--- src/rtl/vga_timing_pkg.sv ---
// Shared VGA timing constants and helpers: 640x480@60 defaults, counter width, sync window math.
package vga_timing_pkg;

    localparam int unsigned COUNT_W   = 10;
    localparam int unsigned MAX_COUNT = 1 << COUNT_W;

    localparam int unsigned DEF_ACTIVE_COLS   = 640;
    localparam int unsigned DEF_H_FRONT_PORCH = 16;
    localparam int unsigned DEF_H_SYNC_WIDTH  = 96;
    localparam int unsigned DEF_H_BACK_PORCH  = 48;
    localparam int unsigned DEF_TOTAL_COLS    = DEF_ACTIVE_COLS + DEF_H_FRONT_PORCH
                                              + DEF_H_SYNC_WIDTH + DEF_H_BACK_PORCH;

    localparam int unsigned DEF_ACTIVE_ROWS   = 480;
    localparam int unsigned DEF_V_FRONT_PORCH = 10;
    localparam int unsigned DEF_V_SYNC_WIDTH  = 2;
    localparam int unsigned DEF_V_BACK_PORCH  = 33;
    localparam int unsigned DEF_TOTAL_ROWS    = DEF_ACTIVE_ROWS + DEF_V_FRONT_PORCH
                                              + DEF_V_SYNC_WIDTH + DEF_V_BACK_PORCH;

    // One extra bit so a window ending exactly at MAX_COUNT is representable.
    typedef struct packed {
        logic [COUNT_W:0] start;
        logic [COUNT_W:0] stop;
    } sync_window_t;

    function automatic sync_window_t sync_window(input int unsigned active,
                                                 input int unsigned front,
                                                 input int unsigned width);
        sync_window_t w;
        w.start = (COUNT_W+1)'(active + front);
        w.stop  = (COUNT_W+1)'(active + front + width);
        return w;
    endfunction

endpackage

--- src/rtl/vga_sync_gen_if.sv ---
// Timing bundle presented by the sync generator to downstream sync-to-count and display logic.
interface vga_sync_gen_if;
    import vga_timing_pkg::*;

    logic               o_HSync;
    logic               o_VSync;
    logic [COUNT_W-1:0] o_Col_Count;
    logic [COUNT_W-1:0] o_Row_Count;
    logic               o_Active;
    logic               o_Frame_Start;

    modport master (
        output o_HSync, o_VSync, o_Col_Count, o_Row_Count, o_Active, o_Frame_Start
    );

    modport slave (
        input  o_HSync, o_VSync, o_Col_Count, o_Row_Count, o_Active, o_Frame_Start
    );

endinterface

--- src/rtl/vga_axis_counter.sv ---
// Wrap counter for one screen axis: counts 0..LIMIT-1 while enabled, flags the terminal value.
module vga_axis_counter
    import vga_timing_pkg::*;
#(
    parameter int unsigned LIMIT = DEF_TOTAL_COLS
) (
    input  logic               i_Clk,
    input  logic               i_Rst_L,
    input  logic               i_En,
    output logic [COUNT_W-1:0] o_Count,
    output logic               o_Terminal_c
);

    localparam logic [COUNT_W-1:0] LAST = COUNT_W'(LIMIT - 1);

    assign o_Terminal_c = (o_Count == LAST);

    always_ff @(posedge i_Clk) begin : p_count
        if (!i_Rst_L) begin
            o_Count <= '0;
        end else if (i_En) begin
            o_Count <= o_Terminal_c ? '0 : o_Count + COUNT_W'(1);
        end
    end

endmodule

--- src/rtl/vga_sync_gen.sv ---
// VGA timing master: column/row counters decoded into registered, mutually aligned sync,
// active-video, frame-start and position outputs.
module vga_sync_gen
    import vga_timing_pkg::*;
#(
    parameter int unsigned ACTIVE_COLS     = DEF_ACTIVE_COLS,
    parameter int unsigned H_FRONT_PORCH   = DEF_H_FRONT_PORCH,
    parameter int unsigned H_SYNC_WIDTH    = DEF_H_SYNC_WIDTH,
    parameter int unsigned H_BACK_PORCH    = DEF_H_BACK_PORCH,
    parameter int unsigned ACTIVE_ROWS     = DEF_ACTIVE_ROWS,
    parameter int unsigned V_FRONT_PORCH   = DEF_V_FRONT_PORCH,
    parameter int unsigned V_SYNC_WIDTH    = DEF_V_SYNC_WIDTH,
    parameter int unsigned V_BACK_PORCH    = DEF_V_BACK_PORCH,
    parameter int unsigned SYNC_ACTIVE_LOW = 1
) (
    input  logic           i_Clk,
    input  logic           i_Rst_L,
    input  logic           i_En,
    vga_sync_gen_if.master vga
);

    localparam int unsigned TOTAL_COLS = ACTIVE_COLS + H_FRONT_PORCH + H_SYNC_WIDTH + H_BACK_PORCH;
    localparam int unsigned TOTAL_ROWS = ACTIVE_ROWS + V_FRONT_PORCH + V_SYNC_WIDTH + V_BACK_PORCH;

    if (TOTAL_COLS > MAX_COUNT || TOTAL_ROWS > MAX_COUNT) begin : g_size_check
        $error("vga_sync_gen: TOTAL_COLS=%0d / TOTAL_ROWS=%0d exceed counter range %0d",
               TOTAL_COLS, TOTAL_ROWS, MAX_COUNT);
    end

    localparam sync_window_t     H_WIN    = sync_window(ACTIVE_COLS, H_FRONT_PORCH, H_SYNC_WIDTH);
    localparam sync_window_t     V_WIN    = sync_window(ACTIVE_ROWS, V_FRONT_PORCH, V_SYNC_WIDTH);
    localparam logic [COUNT_W:0] COLS_VIS = (COUNT_W+1)'(ACTIVE_COLS);
    localparam logic [COUNT_W:0] ROWS_VIS = (COUNT_W+1)'(ACTIVE_ROWS);
    localparam logic             SYNC_ON  = (SYNC_ACTIVE_LOW != 0) ? 1'b0 : 1'b1;
    localparam logic             SYNC_OFF = ~SYNC_ON;

    logic [COUNT_W-1:0] col;
    logic [COUNT_W-1:0] row;
    logic               col_tc_c;
    logic               row_tc_c;

    vga_axis_counter #(.LIMIT(TOTAL_COLS)) u_col (
        .i_Clk        (i_Clk),
        .i_Rst_L      (i_Rst_L),
        .i_En         (i_En),
        .o_Count      (col),
        .o_Terminal_c (col_tc_c)
    );

    vga_axis_counter #(.LIMIT(TOTAL_ROWS)) u_row (
        .i_Clk        (i_Clk),
        .i_Rst_L      (i_Rst_L),
        .i_En         (i_En & col_tc_c),
        .o_Count      (row),
        .o_Terminal_c (row_tc_c)
    );

    logic [COUNT_W:0] col_x;
    logic [COUNT_W:0] row_x;
    logic             h_sync_on_c;
    logic             v_sync_on_c;
    logic             active_c;

    assign col_x       = {1'b0, col};
    assign row_x       = {1'b0, row};
    assign h_sync_on_c = (col_x >= H_WIN.start) && (col_x < H_WIN.stop);
    assign v_sync_on_c = (row_x >= V_WIN.start) && (row_x < V_WIN.stop);
    assign active_c    = (col_x < COLS_VIS) && (row_x < ROWS_VIS);

    logic               hsync_q;
    logic               vsync_q;
    logic [COUNT_W-1:0] col_q;
    logic [COUNT_W-1:0] row_q;
    logic               active_q;
    logic               frame_start_q;
    // Set when the counters sit at (0,0); replaces a pair of zero compares with the wrap carry.
    logic               origin_q;

    always_ff @(posedge i_Clk) begin : p_outputs
        if (!i_Rst_L) begin
            hsync_q       <= SYNC_OFF;
            vsync_q       <= SYNC_OFF;
            col_q         <= '0;
            row_q         <= '0;
            active_q      <= 1'b0;
            frame_start_q <= 1'b0;
            origin_q      <= 1'b1;
        end else if (i_En) begin
            hsync_q       <= h_sync_on_c ? SYNC_ON : SYNC_OFF;
            vsync_q       <= v_sync_on_c ? SYNC_ON : SYNC_OFF;
            col_q         <= col;
            row_q         <= row;
            active_q      <= active_c;
            frame_start_q <= origin_q;
            origin_q      <= col_tc_c & row_tc_c;
        end else begin
            frame_start_q <= 1'b0;
        end
    end

    assign vga.o_HSync       = hsync_q;
    assign vga.o_VSync       = vsync_q;
    assign vga.o_Col_Count   = col_q;
    assign vga.o_Row_Count   = row_q;
    assign vga.o_Active      = active_q;
    assign vga.o_Frame_Start = frame_start_q;

endmodule

--- src/flat_wrapper.sv ---
// flat-port wrapper written by rule: the top's interface ports become plain ports
module vga_sync_gen_flat import vga_timing_pkg::*;
#(
    parameter int unsigned ACTIVE_COLS     = DEF_ACTIVE_COLS,
    parameter int unsigned H_FRONT_PORCH   = DEF_H_FRONT_PORCH,
    parameter int unsigned H_SYNC_WIDTH    = DEF_H_SYNC_WIDTH,
    parameter int unsigned H_BACK_PORCH    = DEF_H_BACK_PORCH,
    parameter int unsigned ACTIVE_ROWS     = DEF_ACTIVE_ROWS,
    parameter int unsigned V_FRONT_PORCH   = DEF_V_FRONT_PORCH,
    parameter int unsigned V_SYNC_WIDTH    = DEF_V_SYNC_WIDTH,
    parameter int unsigned V_BACK_PORCH    = DEF_V_BACK_PORCH,
    parameter int unsigned SYNC_ACTIVE_LOW = 1
)
  (i_Clk, i_Rst_L, i_En, vga_o_HSync, vga_o_VSync, vga_o_Col_Count, vga_o_Row_Count, vga_o_Active, vga_o_Frame_Start);
  vga_sync_gen_if vga_i ();
  input  logic i_Clk;
  input  logic i_Rst_L;
  input  logic i_En;
  output wire logic [$bits(vga_i.o_HSync)-1:0] vga_o_HSync;
  output wire logic [$bits(vga_i.o_VSync)-1:0] vga_o_VSync;
  output wire logic [$bits(vga_i.o_Col_Count)-1:0] vga_o_Col_Count;
  output wire logic [$bits(vga_i.o_Row_Count)-1:0] vga_o_Row_Count;
  output wire logic [$bits(vga_i.o_Active)-1:0] vga_o_Active;
  output wire logic [$bits(vga_i.o_Frame_Start)-1:0] vga_o_Frame_Start;
  assign vga_o_HSync = vga_i.o_HSync;
  assign vga_o_VSync = vga_i.o_VSync;
  assign vga_o_Col_Count = vga_i.o_Col_Count;
  assign vga_o_Row_Count = vga_i.o_Row_Count;
  assign vga_o_Active = vga_i.o_Active;
  assign vga_o_Frame_Start = vga_i.o_Frame_Start;
  vga_sync_gen #(.ACTIVE_COLS(ACTIVE_COLS), .H_FRONT_PORCH(H_FRONT_PORCH), .H_SYNC_WIDTH(H_SYNC_WIDTH), .H_BACK_PORCH(H_BACK_PORCH), .ACTIVE_ROWS(ACTIVE_ROWS), .V_FRONT_PORCH(V_FRONT_PORCH), .V_SYNC_WIDTH(V_SYNC_WIDTH), .V_BACK_PORCH(V_BACK_PORCH), .SYNC_ACTIVE_LOW(SYNC_ACTIVE_LOW)) u_core (.i_Clk(i_Clk), .i_Rst_L(i_Rst_L), .i_En(i_En), .vga(vga_i));
endmodule
--- config.mk ---
export PLATFORM = sky130hd
export DESIGN_NAME = vga_sync_gen_flat
export DESIGN_NICKNAME = d
export VERILOG_FILES = /design/src/rtl/vga_timing_pkg.sv /design/src/rtl/vga_sync_gen_if.sv /design/src/rtl/vga_axis_counter.sv /design/src/rtl/vga_sync_gen.sv /design/src/flat_wrapper.sv
export SDC_FILE = /design/constraint.sdc
export NUM_CORES = 1
export LEC_CHECK = 0
export BUFFER_PORTS_ARGS = -buffer_cell sky130_fd_sc_hd__buf_2
export CAP_MARGIN = 20
export CORE_ASPECT_RATIO = 0.5
export CORE_MARGIN = 2
export CORE_UTILIZATION = 55
export DETAILED_ROUTE_END_ITERATION = 7
export PLACE_DENSITY = 0.88
export SLEW_MARGIN = 10
export SYNTH_ARGS = -nofsm -noshare
export SYNTH_HDL_FRONTEND = slang
export SYNTH_HIERARCHICAL = 1
export SYNTH_SLANG_ARGS = --single-unit
--- constraint.sdc ---
create_clock -name i_Clk -period 2.6 [get_ports i_Clk]
set_input_delay 0.13 -clock i_Clk [delete_from_list [all_inputs] [get_ports i_Clk]]
set_output_delay 0.13 -clock i_Clk [all_outputs]
set_load 0.1 [all_outputs]
Word level (Yosys, flattened, before mapping)
Index checks and enable logic that the tools add are counted.

Register bits: 45. Input port bits: 3. Output and inout bits: 24. Logic and storage cells: 29.

Add/subtract/negate cells: 2. $lt $le $gt $ge: 6. Eq/ne operators: 2. Multiplexer cells: 4. Bitwise operators: 2. Reduce and logical (&&, ||, !) cells: 4.

Operators with widths (count): $add 10x1->10 const B (2); $eq 10x10->1 const B (2); $lt 10x10->1 const B (2); $lt 10x9->1 const B (2); $mux 10 (2); $ge 10x10->1 const B (1); $ge 10x9->1 const B (1); $logic_and 1x1->1 (3); $and 1x1->1 (2); $mux 1 (2); $reduce_and 2->1 (1).

Depth between registers and ports, before layout
Depth after elaboration: 3. Gate-level depth with buffers: 9. Mapped depth without buffers: 8.

Hierarchy
Netlist, hierarchy kept.

By module, submodules not included: vga_sync_gen (instances 1, cells each 91, area an instance 998.5 µm², sequential area each 500.5 µm²); vga_axis_counter at u_core.u_row (instances 1, cells each 57, area an instance 513.0 µm², sequential area each 200.2 µm²); vga_axis_counter at u_core.u_col (instances 1, cells each 52, area an instance 471.7 µm², sequential area each 200.2 µm²).

Least setup slack after synthesis
Ideal clock, no wire load.

Path kind: flip-flop to flip-flop. Start point: register u_core.u_col.o_Count[0]. End point: register u_core.u_row.o_Count[8]. Library setup time: 66 ps. Arrival time: 2151 ps. Data required time: 2534 ps. Slack: 383 ps. Stages on the path, launching flop included: 10. Buffers on the path: 1. Period minus slack after synthesis: 2217 ps. Cell sequence: dfxtp_1 ha_1 nand4b_1 or3_4 nor3_1 and2_1 buf_4 nand4_2 or4_4 a21oi_2.

Cells in the longest elaborated chain, start to end: 2.

Ends and longest elaborated chain: from (decl) (line vga_axis_counter.sv:10) `output logic [COUNT_W-1:0] o_Count,`; from (signal assigned) (line vga_axis_counter.sv:22) `o_Count <= o_Terminal_c ? '0 : o_Count + COUNT_W'(1);`; $eq 10x10->1 (line vga_axis_counter.sv:16) `assign o_Terminal_c = (o_Count == LAST);`; net u_core.col_tc_c (line vga_sync_gen.sv:39) `logic col_tc_c;`; $and 1x1->1 (line vga_sync_gen.sv:53) `.i_En (i_En & col_tc_c),`; to (signal assigned) (line vga_axis_counter.sv:22); to (decl) (line vga_axis_counter.sv:10).

The timed path passes the listed nets, and every way through them passes these cells. A chain may end at the register's enable or synchronous reset.

Worst setup path after layout
Start point: register u_core.u_col.o_Count[0]. End point: register u_core.u_row.o_Count[7].

Same word-level chain as after synthesis.

==> reports/metrics.csv <==
stage,metric,value,unit
cts,clk_latency,0.29,ns
final_layout,nNetsFinal,233,
cts,total_setup_buffers_inserted_after_cts,0,
drt,route.detailed.wl_per_inst,13.4,um
final_layout,drive_gt1_share,18.4,%
placement,global_placer_s_final_weighted_congestion,0.879,
die,die_area,4130,um2
critical_path,worstSetupPathType,reg -> reg,
global_route,antenna_found_initial,0,
worst_hold_path,hold_path.startpoint,i_Rst_L,
yosys,synth_fp_nets,206,
critical_path,ff2ff_setup_slack,0.15,ns
placement,placement.io_buffers,26,
yosys,netlist_instances,200,
critical_path,crit_path_end_kind,register,
global_route,overflow,0,
final_layout,area_growth_syn_to_layout,11.3,%
cts,clock_tree.root_cell,sky130_fd_sc_hd__clkbuf_8,
yosys,yosys_warnings,6,
die,core-area,3430,um2
placement,dp_hpwl,2570,um
sta,timing.fmax,408,MHz
die,starting_utilization_of_the_core_area,57.7,%
cts,cts_buffers,5,
critical_path,r2r_cell_count,8,
sta,setup_total_negative_slack,0,ns
global_route,grt_util_all_layers,19.7,%
drt,dr_total_vias,1515,
yosys,netlist_area,1980,um2
critical_path,crit_end,u_core/u_row/o_Count[7]$_SDFFE_PN0P_,
power,pwr_density_cell,538,nW/um2
critical_path,critical_path_launch_point_type,register,
critical_path,critical_path.startpoint,u_core/u_col/o_Count[0]$_SDFFE_PN0P_,
die,die_x,88.9,um
outcome,status,completed,
final_layout,ant_diodes,0,
global_route,grt_pass1_wl,6070,um
drt,drt_first_iter_violations,57,
sta,finalHoldViolCount,0,
yosys,synth.largest_area_cell,sky130_fd_sc_hd__dfxtp_1,
sta,setup_repair_after_global_routing_missed_its_margin,false,
critical_path,peak_per_stage_delay_on_the_critical_path,0.51,ns
critical_path,critical_path_arrival,2.67,ns
drt,wirelength,3750,um
yosys,synth.area.top_cells,"sky130_fd_sc_hd__dfxtp_1, sky130_fd_sc_hd__mux2i_1, sky130_fd_sc_hd__nor2b_1",
drt,count_of_nets_left_with_antenna_violations_after_detail_routing,0,
die,dieHeight,46.5,um
critical_path,rr_endpoint,u_core/u_row/o_Count[7]$_SDFFE_PN0P_,
sta,final_min_period_over_clock_period,94.2,%
critical_path,crit_path_max_fo,6,
drt,remaining_drc_errors,0,
cts,cts_max_level,2,
final_layout,layout.cells.most_common,sky130_fd_sc_hd__dfxtp_1,
sta,worstMarginPinSlew,0.500,ns
cts,cts-hold-fix-buffers,0,
final_layout,mostFrequentLayoutCells,"sky130_fd_sc_hd__dfxtp_1, sky130_fd_sc_hd__buf_2, sky130_fd_sc_hd__mux2i_1",
cts,cts_sinks,45,
worst_hold_path,timing.hold.worst.class,in -> reg,
critical_path,reg2reg_from,u_core/u_col/o_Count[0]$_SDFFE_PN0P_,
placement,post_placement_cell_area,2130,um2
final_layout,layout.filler_cells,254,
yosys,synth-seq-area-share,45.4,%
sta,timing.final.ws_setup,0.152,ns
global_route,grt_max_degree,31,
final_layout,fin_util,64.3,%
power,vdd.ir_drop.worst,0.214,mV
sta,slew-limit-headroom,66.9,%
placement,place_worst_setup_slack,0.262,ns
drt,detail_route.vias_per_cell,5.43,
final_layout,layout.cells.non_filler,279,
yosys,yosys_register_bits,45,
yosys,synth_top_cell_area_share,45.4,%
sta,pins_over_slew_limit,0,
yosys,distinct_cell_type_count_of_the_synthesized_netlist,41,
final_layout,postLayoutCellArea,2210,um2
power,total_leakage_power,0.882,nW
sta,worst_setup_skew_after_layout,0.00473,ns
yosys,avgSynthCellArea,9.92,um2
global_route,first_global_vias,1319,
critical_path,cp_cell_sequence,ha_1 -> nand4b_1 -> or3_4 -> nor3_1 -> and2_1 -> nand3_2 -> or4_1 -> a21oi_1,
cts,clk_pin_slew,0.08,ns
placement,dpl.cell_count,271,
drt,drt_first_pass_iters,4,
sta,setup_violations,0,
sta,finalCriticalPeriod,2.45,ns
die,ioPinCount,27,
cts,tritoncts,built,
die,core.rowCount,15,
cts,post_cts_resize_count,0,
job,drv_cap,0,
critical_path,crit_required,2.82,ns
cts,max-clock-path-buffers,2,
critical_path,timing.critical_path.slowest_stage_cell,sky130_fd_sc_hd__or4_1,
state kept, by name, indices dropped and copies added, names as in the netlist:
| name | cells |
|---|---|
| u_core/u_row/o_Count | 10 |
| u_core/vga.o_VSync | 1 |
| u_core/origin_q | 1 |
| u_core/vga.o_Row_Count | 10 |
| u_core/vga.o_HSync | 1 |
| u_core/vga.o_Frame_Start | 1 |
| u_core/u_col/o_Count | 10 |
| u_core/vga.o_Col_Count | 10 |
| u_core/vga.o_Active | 1 |
kinds of logic (layout without fill, tap and decap cells):
group                    Yosys count  after routing  share of synthesized area [%]
multiplexers                      22             22                           11.1
AND/OR/NAND/NOR                   86             86                           25.4
XOR/XNOR                          13             13                           5.74
adder cells (fa/ha/maj)            3              3                           1.89
AO/OA/AOI/OAI                     16             16                           5.87
flip-flops                        45             45                           45.4
buffers and inverters             15             43                           4.61
worst max-delay path: cells and delay by family (launching register included):
family | cells | cell delay, ns
flip-flops | 1 | 0.40
adder cells (fa/ha/maj) | 1 | 0.23
AO/OA/AOI/OAI | 1 | 0.17
AND/OR/NAND/NOR | 6 | 1.57
synth_stat cells, drive strengths merged:
cell type and instances:
dfxtp 45, mux2i 22, nor2 20, nor2b 20, nand2 9, xnor2 8
buf 7, inv 7, nand4 7, a21oi 5, and3 5, nand3 5
xor2 5, o21ai 4, o31ai 4, or4 4, ha 3, nand4b 3
nor3 3, and2 2, nand3b 2, nor4 2, or3 2, a22oi 1
a41o 1, clkbuf 1, nand2b 1, nor4b 1, o32ai 1
report_power, final:
| part | switching (mW) | internal, mW | leakage (nW) |
|---|---|---|---|
| clock network | 0.215 | 0.191 | 0.0395 |
| registers | 0.00590 | 0.697 | 0.364 |
| logic | 0.0559 | 0.0240 | 0.479 |
metrics by stage:
| step | hold WS, ns | power (mW) |
|---|---|---|
| 2_1_floorplan | 0.252 | 0.790 |
| 3_3_place_gp | 0.458 | 0.797 |
| 4_1_cts | 0.216 | 1.20 |
| 5_1_grt | 0.249 | 1.23 |
| 3_5_place_dp | 0.467 | 0.799 |
| 6_report | 0.221 | 1.19 |
layer usage:
| layer | wire, um | track usage, % | vias to the layer above |
|---|---|---|---|
| met5 | 0 | 0 | - |
| met4 | 41 | 8.48 | 0 |
| met3 | 132 | 5.38 | 6 |
| met2 | 1810 | 31.6 | 25 |
| met1 | 1770 | 25.2 | 737 |
| li1 | - | - | 747 |
how the worst min path moves through the flow:
| stage | to | slack, ns | cells past startpoint |
|---|---|---|---|
| 2_1_floorplan | u_core/u_col/o_Count[4]$_SDFFE_PN0P_ | 0.25 | 1 |
| 3_3_place_gp | u_core/origin_q$_SDFFE_PN1P_ | 0.46 | 2 |
| 3_5_place_dp | u_core/origin_q$_SDFFE_PN1P_ | 0.47 | 2 |
| 4_1_cts | u_core/vga.o_HSync$_SDFFE_PN1P_ | 0.22 | 2 |
| 5_1_grt | u_core/vga.o_HSync$_SDFFE_PN1P_ | 0.25 | 2 |
| 6_report | u_core/vga.o_HSync$_SDFFE_PN1P_ | 0.22 | 2 |
cell type report:
type / instances / area (um2) / share of cell area [%]
sequential: 45 / 901 / 40.8
tap: 51 / 63.8 / 2.89
inverter: 7 / 26.3 / 1.19
clock buffer: 8 / 80.1 / 3.63
timing repair buffer: 28 / 145 / 6.58
multi-input combinational: 140 / 991 / 44.9
No activity file was read; power rests on OpenSTA's default activity.
